==> src/rtl/wr_sram_match_engine_if.sv <==
// Request and SRAM-status bus of the write-path SRAM match engine.
// The slave side is the engine. The master side is the front end plus the status back end.
interface wr_sram_match_engine_if #(
  parameter int IDX_W   = 5,
  parameter int LEN_W   = 6,
  parameter int SPACE_W = 11,
  parameter int AMT_W   = 9
);
  logic               match_enable;
  logic [LEN_W-1:0]   new_length;
  logic               match_suc;
  logic               match_fail;
  logic [IDX_W:0]     match_best_sram;
  logic [IDX_W-1:0]   scan_sram;
  logic               accessible;
  logic [SPACE_W-1:0] free_space;
  logic [AMT_W-1:0]   packet_amount;

  modport slave (
    input  match_enable, new_length, accessible, free_space, packet_amount,
    output match_suc, match_fail, match_best_sram, scan_sram
  );

  modport master (
    output match_enable, new_length, accessible, free_space, packet_amount,
    input  match_suc, match_fail, match_best_sram, scan_sram
  );
endinterface

==> src/rtl/wr_sram_match_engine.sv <==
// Round-robin SRAM selection for the write path.
// Scans one SRAM per cycle, keeps the best candidate under the selected policy, and reports success or timeout.
module wr_sram_match_engine #(
  parameter int SRAM_NUM = 32,
  parameter int IDX_W    = 5,
  parameter int LEN_W    = 6,
  parameter int SPACE_W  = 11,
  parameter int AMT_W    = 9,
  parameter int TICK_W   = 8
) (
  input  logic                 clk,
  input  logic                 rst_n,
  input  logic [TICK_W-1:0]    match_threshold,
  input  logic [TICK_W-1:0]    match_timeout,
  input  logic [1:0]           match_mode,
  wr_sram_match_engine_if.slave bus
);
  typedef enum logic [1:0] {S_IDLE, S_SCAN, S_DONE, S_FAIL} state_t;

  localparam logic [IDX_W-1:0] LAST_IDX = IDX_W'(SRAM_NUM - 1);
  localparam logic [IDX_W:0]   NONE     = (IDX_W+1)'(SRAM_NUM);

  state_t             state_reg;
  logic [TICK_W-1:0]  tick_reg;
  logic               find_reg;
  logic [AMT_W-1:0]   best_amt_reg;
  logic [SPACE_W-1:0] best_space_reg;
  logic [IDX_W:0]     best_reg;
  logic [IDX_W-1:0]   scan_reg;
  logic [IDX_W-1:0]   base_reg;
  logic               suc_reg;
  logic               fail_reg;

  logic [LEN_W:0]     need_len;
  logic               qualify;
  logic               better;
  logic               take;
  logic               find_done;
  logic [IDX_W-1:0]   scan_next;
  logic [IDX_W-1:0]   base_next;

  // One extra bit keeps all-ones length + 1 from wrapping to zero.
  assign need_len = {1'b0, bus.new_length} + {{LEN_W{1'b0}}, 1'b1};
  assign qualify  = bus.accessible && (bus.free_space >= SPACE_W'(need_len));

  always_comb begin
    better = 1'b0;
    case (match_mode)
      2'd1:    better = bus.free_space > best_space_reg;
      2'd2:    better = !find_reg;
      default: better = bus.packet_amount >= best_amt_reg;
    endcase
  end

  assign take      = qualify && better;
  assign find_done = find_reg && ((match_mode == 2'd2) || (tick_reg >= match_threshold));
  assign scan_next = (scan_reg == LAST_IDX) ? '0 : scan_reg + 1'b1;
  assign base_next = (best_reg[IDX_W-1:0] == LAST_IDX) ? '0 : best_reg[IDX_W-1:0] + 1'b1;

  always_ff @(posedge clk) begin
    if (!rst_n) begin
      state_reg      <= S_IDLE;
      tick_reg       <= '0;
      find_reg       <= 1'b0;
      best_amt_reg   <= '0;
      best_space_reg <= '0;
      best_reg       <= NONE;
      scan_reg       <= '0;
      base_reg       <= '0;
      suc_reg        <= 1'b0;
      fail_reg       <= 1'b0;
    end else begin
      case (state_reg)
        S_IDLE: begin
          suc_reg  <= 1'b0;
          fail_reg <= 1'b0;
          scan_reg <= base_reg;
          if (bus.match_enable) begin
            state_reg      <= S_SCAN;
            tick_reg       <= '0;
            find_reg       <= 1'b0;
            best_amt_reg   <= '0;
            best_space_reg <= '0;
            best_reg       <= NONE;
          end
        end
        S_SCAN: begin
          if (!bus.match_enable) begin
            state_reg <= S_IDLE;
            best_reg  <= NONE;
            scan_reg  <= base_reg;
          end else begin
            scan_reg <= scan_next;
            if (tick_reg != '1)
              tick_reg <= tick_reg + 1'b1;
            // The SRAM on the exit cycle is still evaluated; the exit itself uses registered find.
            if (take) begin
              best_reg       <= {1'b0, scan_reg};
              best_amt_reg   <= bus.packet_amount;
              best_space_reg <= bus.free_space;
              find_reg       <= 1'b1;
            end
            if (find_done) begin
              state_reg <= S_DONE;
              suc_reg   <= 1'b1;
            end else if (!find_reg && (tick_reg == match_timeout)) begin
              state_reg <= S_FAIL;
              fail_reg  <= 1'b1;
              best_reg  <= NONE;
            end
          end
        end
        S_DONE: begin
          suc_reg   <= 1'b0;
          base_reg  <= base_next;
          scan_reg  <= base_next;
          state_reg <= S_IDLE;
        end
        default: begin
          fail_reg  <= 1'b0;
          scan_reg  <= base_reg;
          state_reg <= S_IDLE;
        end
      endcase
    end
  end

  assign bus.match_suc       = suc_reg;
  assign bus.match_fail      = fail_reg;
  assign bus.match_best_sram = best_reg;
  assign bus.scan_sram       = scan_reg;
endmodule

==> src/flat_wrapper.sv <==
// flat-port wrapper written by rule: the top's interface ports become plain ports
module wr_sram_match_engine_flat 
#(
  parameter int SRAM_NUM = 32,
  parameter int IDX_W    = 5,
  parameter int LEN_W    = 6,
  parameter int SPACE_W  = 11,
  parameter int AMT_W    = 9,
  parameter int TICK_W   = 8
)
  (clk, rst_n, match_threshold, match_timeout, match_mode, bus_match_enable, bus_new_length, bus_accessible, bus_free_space, bus_packet_amount, bus_match_suc, bus_match_fail, bus_match_best_sram, bus_scan_sram);
  wr_sram_match_engine_if #(.IDX_W(IDX_W), .LEN_W(LEN_W), .SPACE_W(SPACE_W), .AMT_W(AMT_W)) bus_i ();
  input  logic clk;
  input  logic rst_n;
  input  logic [TICK_W-1:0] match_threshold;
  input  logic [TICK_W-1:0] match_timeout;
  input  logic [1:0] match_mode;
  input wire logic [$bits(bus_i.match_enable)-1:0] bus_match_enable;
  input wire logic [$bits(bus_i.new_length)-1:0] bus_new_length;
  input wire logic [$bits(bus_i.accessible)-1:0] bus_accessible;
  input wire logic [$bits(bus_i.free_space)-1:0] bus_free_space;
  input wire logic [$bits(bus_i.packet_amount)-1:0] bus_packet_amount;
  output wire logic [$bits(bus_i.match_suc)-1:0] bus_match_suc;
  output wire logic [$bits(bus_i.match_fail)-1:0] bus_match_fail;
  output wire logic [$bits(bus_i.match_best_sram)-1:0] bus_match_best_sram;
  output wire logic [$bits(bus_i.scan_sram)-1:0] bus_scan_sram;
  assign bus_i.match_enable = bus_match_enable;
  assign bus_i.new_length = bus_new_length;
  assign bus_i.accessible = bus_accessible;
  assign bus_i.free_space = bus_free_space;
  assign bus_i.packet_amount = bus_packet_amount;
  assign bus_match_suc = bus_i.match_suc;
  assign bus_match_fail = bus_i.match_fail;
  assign bus_match_best_sram = bus_i.match_best_sram;
  assign bus_scan_sram = bus_i.scan_sram;
  wr_sram_match_engine #(.SRAM_NUM(SRAM_NUM), .IDX_W(IDX_W), .LEN_W(LEN_W), .SPACE_W(SPACE_W), .AMT_W(AMT_W), .TICK_W(TICK_W)) u_core (.clk(clk), .rst_n(rst_n), .match_threshold(match_threshold), .match_timeout(match_timeout), .match_mode(match_mode), .bus(bus_i));
endmodule
==> config.mk <==
export PLATFORM = sky130hd
export DESIGN_NAME = wr_sram_match_engine_flat
export DESIGN_NICKNAME = d
export VERILOG_FILES = /design/src/rtl/wr_sram_match_engine_if.sv /design/src/rtl/wr_sram_match_engine.sv /design/src/flat_wrapper.sv
export SDC_FILE = /design/constraint.sdc
export NUM_CORES = 1
export LEC_CHECK = 0
export CAP_MARGIN = 20
export CORE_MARGIN = 2
export CORE_UTILIZATION = 47
export DETAILED_ROUTE_END_ITERATION = 7
export PLACE_DENSITY_LB_ADDON = 0.12
export SLEW_MARGIN = 20
export SYNTH_ARGS = -nofsm -noshare
export SYNTH_HDL_FRONTEND = slang
export SYNTH_SLANG_ARGS = --single-unit
==> constraint.sdc <==
create_clock -name clk -period 2.9 [get_ports clk]
set_input_delay 0.29 -clock clk [delete_from_list [all_inputs] [get_ports clk]]
set_output_delay 0.29 -clock clk [all_outputs]
set_load 0.01 [all_outputs]
==> results of run 1 <==
==> worst max path at each step <==
stage,end,slack [ns],startpoint,depth (start not counted)
2_1_floorplan,u_core.best_amt_reg[1]$_SDFFE_PN0P_,0.69,bus_new_length[0],11
3_3_place_gp,u_core.bus.match_best_sram[3]$_SDFFE_PN0P_,0.03,bus_new_length[0],11
3_5_place_dp,u_core.bus.match_best_sram[3]$_SDFFE_PN0P_,-0.02,bus_new_length[0],13
4_1_cts,u_core.best_space_reg[7]$_SDFFE_PN0P_,0.29,bus_new_length[0],12
5_1_grt,u_core.best_space_reg[7]$_SDFFE_PN0P_,0.14,bus_new_length[0],12
6_report,u_core.best_space_reg[7]$_SDFFE_PN0P_,0.30,bus_new_length[0],12
==> through the flow <==
stage | power (uW) | setup TNS [ns]
finish | 1385 | 0
floorplan | 876.1 | 0
CTS | 1407 | 0
global route | 1466 | 0
detailed placement | 1003 | -0.1243
global placement | 996.6 | 0
==> worst max-delay path: cells and delay by family <==
family | cells | cell delay, ns
AOI/OAI and AO/OA | 5 | 0.75
buffers and inverters | 2 | 0.74
and+or+nand+nor | 3 | 0.51
adders and majority gates | 2 | 0.49
==> final cells by class <==
cell class | instances | area [sq um] | share of cell area [%]
clock inverter | 2 | 10.01 | 0.2517
inverter | 40 | 150.1 | 3.776
timing repair buffer | 67 | 653.1 | 16.43
multi-input combinational | 282 | 2009 | 50.54
tap | 80 | 100.1 | 2.517
sequential | 49 | 980.9 | 24.67
clock buffer | 6 | 72.57 | 1.825
==> layout by cell type (no fill, tap or decap), drive strengths merged, types with 4 or more instances in the layout <==
| master | netlist | layout |
|---|---|---|
| o21ai | 29 | 29 |
| o31ai | 5 | 5 |
| and3 | 4 | 4 |
| nand2 | 32 | 32 |
| buf | 4 | 7 |
| nand2b | 5 | 5 |
| a21o | 4 | 4 |
| xor2 | 10 | 10 |
| a21oi | 15 | 15 |
| nand4 | 9 | 9 |
| inv | 40 | 40 |
| a22o | 6 | 6 |
| a22oi | 5 | 5 |
| a211oi | 4 | 4 |
| xnor2 | 10 | 10 |
| nor2 | 24 | 24 |
| nand3 | 29 | 29 |
| a31oi | 6 | 6 |
| clkbuf | 10 | 6 |
| ha | 46 | 46 |
| dfxtp | 49 | 49 |
| nor3 | 6 | 6 |
| clkdlybuf4s50 | 0 | 60 |
==> power breakdown <==
part           total [uW]  switching [uW]  internal (uW)
Clock                 399             231            168
Sequential            690            7.88            682
Combinational         297             153            144
==> layer usage <==
layer	vias to the layer above	part of all wire, %
met1	1322	47
met5	-	0
met3	6	4.6
met4	0	0.92
met2	52	48
li1	1480	-
==> cells by family (layout without fill, tap and decap cells) <==
| kind of cell | Yosys count | count (layout) | share of synthesized area [%] |
|---|---|---|---|
| AOI/OAI and AO/OA | 91 | 91 | 19.73 |
| xor gates and xnor gates | 20 | 20 | 5.479 |
| adders and majority gates | 46 | 46 | 18.00 |
| buffers and inverters | 54 | 115 | 6.458 |
| DFF | 49 | 49 | 30.68 |
| muxes | 2 | 2 | 0.6262 |
| and+or+nand+nor | 123 | 123 | 19.02 |
==> impl_metrics.env, run 1 <==
export IMPL_leakage_uw=0.001569
export IMPL_largest_reg_flops=11
export IMPL_pre_cts_ws_ns=-0.02232
export IMPL_hpwlAfterDp_mm=5.474
export IMPL_critical_path_required_ns=3.08
export IMPL_ios=61
export IMPL_grt_util_met1_pct=25.78
export IMPL_grt_max_degree=24
export IMPL_std_cell_rows=30
export IMPL_ys_flop_type="dfxtp_1"
export IMPL_synth_area_leaders="dfxtp_1 (31%), ha_1 (18%), inv_1 (4.7%), nand3_1 (4.5%), o21ai_0 (4.1%)"
export IMPL_powerDensity_nw_per_um2=348.4
export IMPL_slew_headroom_pct=55.63
export IMPL_overflow=0
export IMPL_synth_top_area_cell="dfxtp_1"
export IMPL_top_usage_layer="met2"
export IMPL_fmax_ghz=0.3844
export IMPL_cts_buffer_depth=2
export IMPL_syn_area_sq_um=3197
export IMPL_crit_path_top_delay_cell="clkdlybuf4s50_1"
export IMPL_hold_path_class="reg -> reg"
export IMPL_io_buffer_count=60
export IMPL_antenna_found_initial=0
export IMPL_dp_cells=518
export IMPL_dr_first_iter_drc_count=99
export IMPL_ys_warn_count=0
export IMPL_place_gp_congestion=0.7828
export IMPL_coreArea_sq_um=6681
export IMPL_n_fill_cell=614
export IMPL_holdBufCountCts=0
export IMPL_startpoint_type="input port"
export IMPL_start_util_pct=47.85
export IMPL_cts_max_level=2
export IMPL_status="finished, final reports clean"
export IMPL_min_to="u_core.bus.scan_sram[3]$_SDFF_PN0_"
export IMPL_synthArstFlopShare_pct=0
export IMPL_grt_use_total_pct=20.01
export IMPL_antenna_cells=0
export IMPL_num_vias=2860
export IMPL_grt_use_met2_pct=34.20
export IMPL_drv_cap=0
export IMPL_skew_ns=0.007697
export IMPL_clkLatencyLatePin_ns=0.31
export IMPL_wl_per_cell_um=13.50
export IMPL_ys_ff_latch=49
export IMPL_fin_area_sq_um=3976
export IMPL_place_area_sq_um=3894
export IMPL_synth_top_area_share_pct=30.68
export IMPL_crit_path_max_incr_delay_ns=0.49
export IMPL_cts_sinks=49
export IMPL_holdWs_ns=0.4700
export IMPL_crit_type="in -> reg"
export IMPL_drive_gt1_share_pct=6.278
export IMPL_holdPathStages=2
export IMPL_hp_start="u_core.base_reg[3]$_SDFFE_PN0P_"
export IMPL_cts_buffers=5
export IMPL_synth_cells=385
export IMPL_r2r_end="u_core.bus.match_best_sram[3]$_SDFFE_PN0P_"
export IMPL_reg2reg_depth=9
export IMPL_rsz0062_at_grt="no"
export IMPL_post_drt_via_cell_ratio=5.437
export IMPL_finalHoldViolCount=0
export IMPL_synth_edff_count=0
export IMPL_slew_violations=0
export IMPL_fin_cells=526
export IMPL_ant_nets=0
export IMPL_seq_area_frac_synth_pct=30.68
export IMPL_syn_area_per_cell_sq_um=8.303
export IMPL_r2r_start="u_core.best_amt_reg[4]$_SDFFE_PN0P_"
export IMPL_tightest_slew_ns=0.6585
export IMPL_cts_resized=0
export IMPL_dieWidth_um=86.47
export IMPL_fp_dieH_um=86.47
export IMPL_grt_pass1_vias=2774
export IMPL_clkTransAtPathRegs_ns=0.09
export IMPL_post_route_period_util_pct=89.71
export IMPL_grt_util_met3_pct=4.571
export IMPL_setup_viol=0
export IMPL_synthTopCellsByCount="dfxtp_1 (49), ha_1 (46), inv_1 (40)"
export IMPL_cts_tree="done"
export IMPL_endpoint_kind="flip-flop"
export IMPL_worstPathArrival_ns=2.78
export IMPL_cts_root_buf="clkbuf_8"
export IMPL_fin_nets=539
export IMPL_synth_most_common_cell="dfxtp_1"
export IMPL_routed_wl_mm=7.103
export IMPL_setup_ws_ns=0.2983
export IMPL_period_minus_slack_ns=2.602
export IMPL_synth_distinct_cells=53
export IMPL_grt_pass1_wl_mm=12.22
export IMPL_finalCoreUtilization_pct=59.51
export IMPL_max_vdd_ir_drop_mv=0.2432
export IMPL_dr_pass1_iters=5
export IMPL_worstPathMaxFanout=19
export IMPL_drc=0
export IMPL_rrSetupSlack_ns=0.43
export IMPL_crit_chain="clkdlybuf4s50_1 > ha_1 > nand3_1 > or2_2 > ha_1 > o2111ai_1 > o21ai_1 > o211a_2 > o2111ai_2 > buf_4 > nand3_1 > o21ai_0"
export IMPL_syn_num_nets=479
export IMPL_die_area_sq_um=7477
export IMPL_area_delta_synth_final_pct=24.38
export IMPL_post_cts_buffers=0
Power figures use the tool's default switching activity.
==> inputs of run 2 (changes only) <==
--- a/config.mk
+++ b/config.mk
@@ -5,11 +5,11 @@
 export SDC_FILE = /design/constraint.sdc
 export NUM_CORES = 1
 export LEC_CHECK = 0
-export CAP_MARGIN = 20
 export CORE_MARGIN = 2
 export CORE_UTILIZATION = 47
 export DETAILED_ROUTE_END_ITERATION = 7
 export PLACE_DENSITY_LB_ADDON = 0.12
+export RECOVER_POWER = 25
 export SLEW_MARGIN = 20
 export SYNTH_ARGS = -nofsm -noshare
 export SYNTH_HDL_FRONTEND = slang
==> run 2 against run 1 <==
  * Clock power about the same
  * Via count grew 0.28%
  * Largest power group unchanged
  * Cell count is the same
  * Critical path depth increased by 1
  * Final area down 0.19%
  * Sequential power is essentially flat
  * Wire length is 0.15% higher
  * First-iteration DRC count increased by 13%
  * Sequential cell count stayed put
  * Die area unchanged
==> impl_metrics.env, run 2 (synthesis gave the netlist of run 1 again) <==
export IMPL_status="finished, final reports clean"
export IMPL_std_cell_rows=30
export IMPL_rsz0062_at_grt="no"
export IMPL_grt_pass1_vias=2774
export IMPL_seqPwrFrac_pct=49.8
export IMPL_antenna_cells=0
export IMPL_place_area_sq_um=3894
export IMPL_drive_gt1_share_pct=5.830
export IMPL_worstPathArrival_ns=2.85
export IMPL_crit_type="in -> reg"
export IMPL_setup_ws_ns=0.3017
export IMPL_skew_ns=0.006030
export IMPL_ios=61
export IMPL_hp_start="u_core.base_reg[3]$_SDFFE_PN0P_"
export IMPL_power_share_clock_pct=28.9
export IMPL_crit_path_max_incr_delay_ns=0.49
export IMPL_grt_max_degree=24
export IMPL_post_drt_via_cell_ratio=5.452
export IMPL_fp_dieH_um=86.47
export IMPL_cts_root_buf="clkbuf_8"
export IMPL_cts_buffer_depth=2
export IMPL_holdBufCountCts=0
export IMPL_endpoint_kind="flip-flop"
export IMPL_hpwlAfterDp_mm=5.474
export IMPL_fin_nets=539
export IMPL_start_util_pct=47.85
export IMPL_cts_sinks=49
export IMPL_critical_path_required_ns=3.15
export IMPL_place_gp_congestion=0.7828
export IMPL_post_cts_buffers=0
export IMPL_clkLatencyLatePin_ns=0.31
export IMPL_area_delta_synth_final_pct=24.15
export IMPL_tightest_slew_ns=1.124
export IMPL_cts_resized=0
export IMPL_io_buffer_count=60
export IMPL_setup_viol=0
export IMPL_switching_share_pct=28.37
export IMPL_final_cell_mix="dfxtp_1 (49), clkdlybuf4s50_1 (48), ha_1 (46)"
export IMPL_setup_worst_path_start="bus_new_length[0]"
export IMPL_layout_commonest_cell="dfxtp_1"
export IMPL_rrSetupSlack_ns=0.45
export IMPL_die_area_sq_um=7477
export IMPL_overflow=0
export IMPL_num_vias=2868
export IMPL_period_minus_slack_ns=2.598
export IMPL_powerDensity_nw_per_um2=349.0
export IMPL_worstPathMaxFanout=4
export IMPL_slew_violations=0
export IMPL_crit_chain="clkdlybuf4s50_1 > buf_4 > nand3_1 > nor2_1 > xnor2_1 > ha_1 > a21o_1 > a211oi_2 > o21ai_1 > o211a_2 > o211a_4 > o31ai_4 > a22o_1"
export IMPL_coreArea_sq_um=6681
export IMPL_clkTransAtPathRegs_ns=0.09
export IMPL_pre_cts_ws_ns=-0.02232
export IMPL_finalCoreUtilization_pct=59.40
export IMPL_ant_nets=0
export IMPL_finalHoldViolCount=0
export IMPL_p_int_uw=992.2
export IMPL_cts_tree="done"
export IMPL_dr_pass1_iters=4
export IMPL_wl_per_cell_um=13.52
export IMPL_leakage_uw=0.001598
export IMPL_largest_reg_flops=11
export IMPL_antenna_found_initial=0
export IMPL_crit_path_top_delay_cell="clkdlybuf4s50_1"
export IMPL_cts_buffers=5
export IMPL_dieWidth_um=86.47
export IMPL_drc=0
export IMPL_startpoint_type="input port"
export IMPL_combPwrFrac_pct=21.3
export IMPL_power_switching_uw=392.9
export IMPL_max_vdd_ir_drop_mv=0.2438
export IMPL_r2r_start="u_core.best_amt_reg[4]$_SDFFE_PN0P_"
export IMPL_hold_path_class="reg -> reg"
export IMPL_post_route_period_util_pct=89.60
export IMPL_dr_first_iter_drc_count=112
export IMPL_drv_cap=0
export IMPL_routed_wl_mm=7.114
export IMPL_grt_pass1_wl_mm=12.22
export IMPL_fin_area_sq_um=3969
export IMPL_grt_use_total_pct=20.01
export IMPL_slew_headroom_pct=25.06
export IMPL_fmax_ghz=0.3849
export IMPL_cts_max_level=2
[run 2: changes by cell type in the layout (fill, tap and decap cells not counted), sizes merged]
cell | before | now
clkdlybuf4s50 | 60 | 48
dlygate4sd3 | 0 | 12
buf | 7 | 5
clkbuf | 6 | 8
[run 2: worst max-delay path, delay by kind of cell]
kind | cells | cell delay, ns
AOI/OAI and AO/OA | 7 | 1.29
adders and majority gates | 1 | 0.27
and+or+nand+nor | 2 | 0.25
buffers and inverters | 2 | 0.61
xor gates and xnor gates | 1 | 0.14
[run 2: power groups by stage]
stage	Clock (uW)	Sequential [uW]	Combinational, uW
2_1_floorplan	0	704	172
3_3_place_gp	0	706	291
3_5_place_dp	0	706	297
4_1_cts	417	690	300
5_1_grt	441	691	331
6_report	400	690	295
[run 2: cell type report]
type,instances,area [sq um]
timing repair buffer,67,645.6
clock inverter,2,10.01
tap,80,100.1
clock buffer,6,72.57
fill,616,2713
multi-input combinational,282,2009
inverter,40,150.1
sequential,49,980.9
[run 2: path summary, 6_finish.rpt]
check                                               end  cells after the start
min                  u_core.bus.scan_sram[3]$_SDFF_PN0_                      2
max reg2reg  u_core.bus.match_best_sram[3]$_SDFFE_PN0P_                      9
max          u_core.bus.match_best_sram[3]$_SDFFE_PN0P_                     13
min reg2reg          u_core.bus.scan_sram[3]$_SDFF_PN0_                      2
[run 2: per-layer routing]
metal / wire length, um / track usage (%)
met1: 3331 / 25.78
met5: 0 / 0
met3: 306 / 4.571
met2: 3411 / 34.20
met4: 65 / 4.403
[run 2: metrics by stage]
step	TNS (ns)	total power, uW	hold slack (ns)	std cells
after floorplan	0	876.1	0.4226	385
after global placement	0	996.6	0.4486	518
after detailed placement	-0.1243	1003	0.4554	518
after CTS	0	1407	0.4699	526
after global routing	0	1464	0.4948	526
final	0	1385	0.4700	526
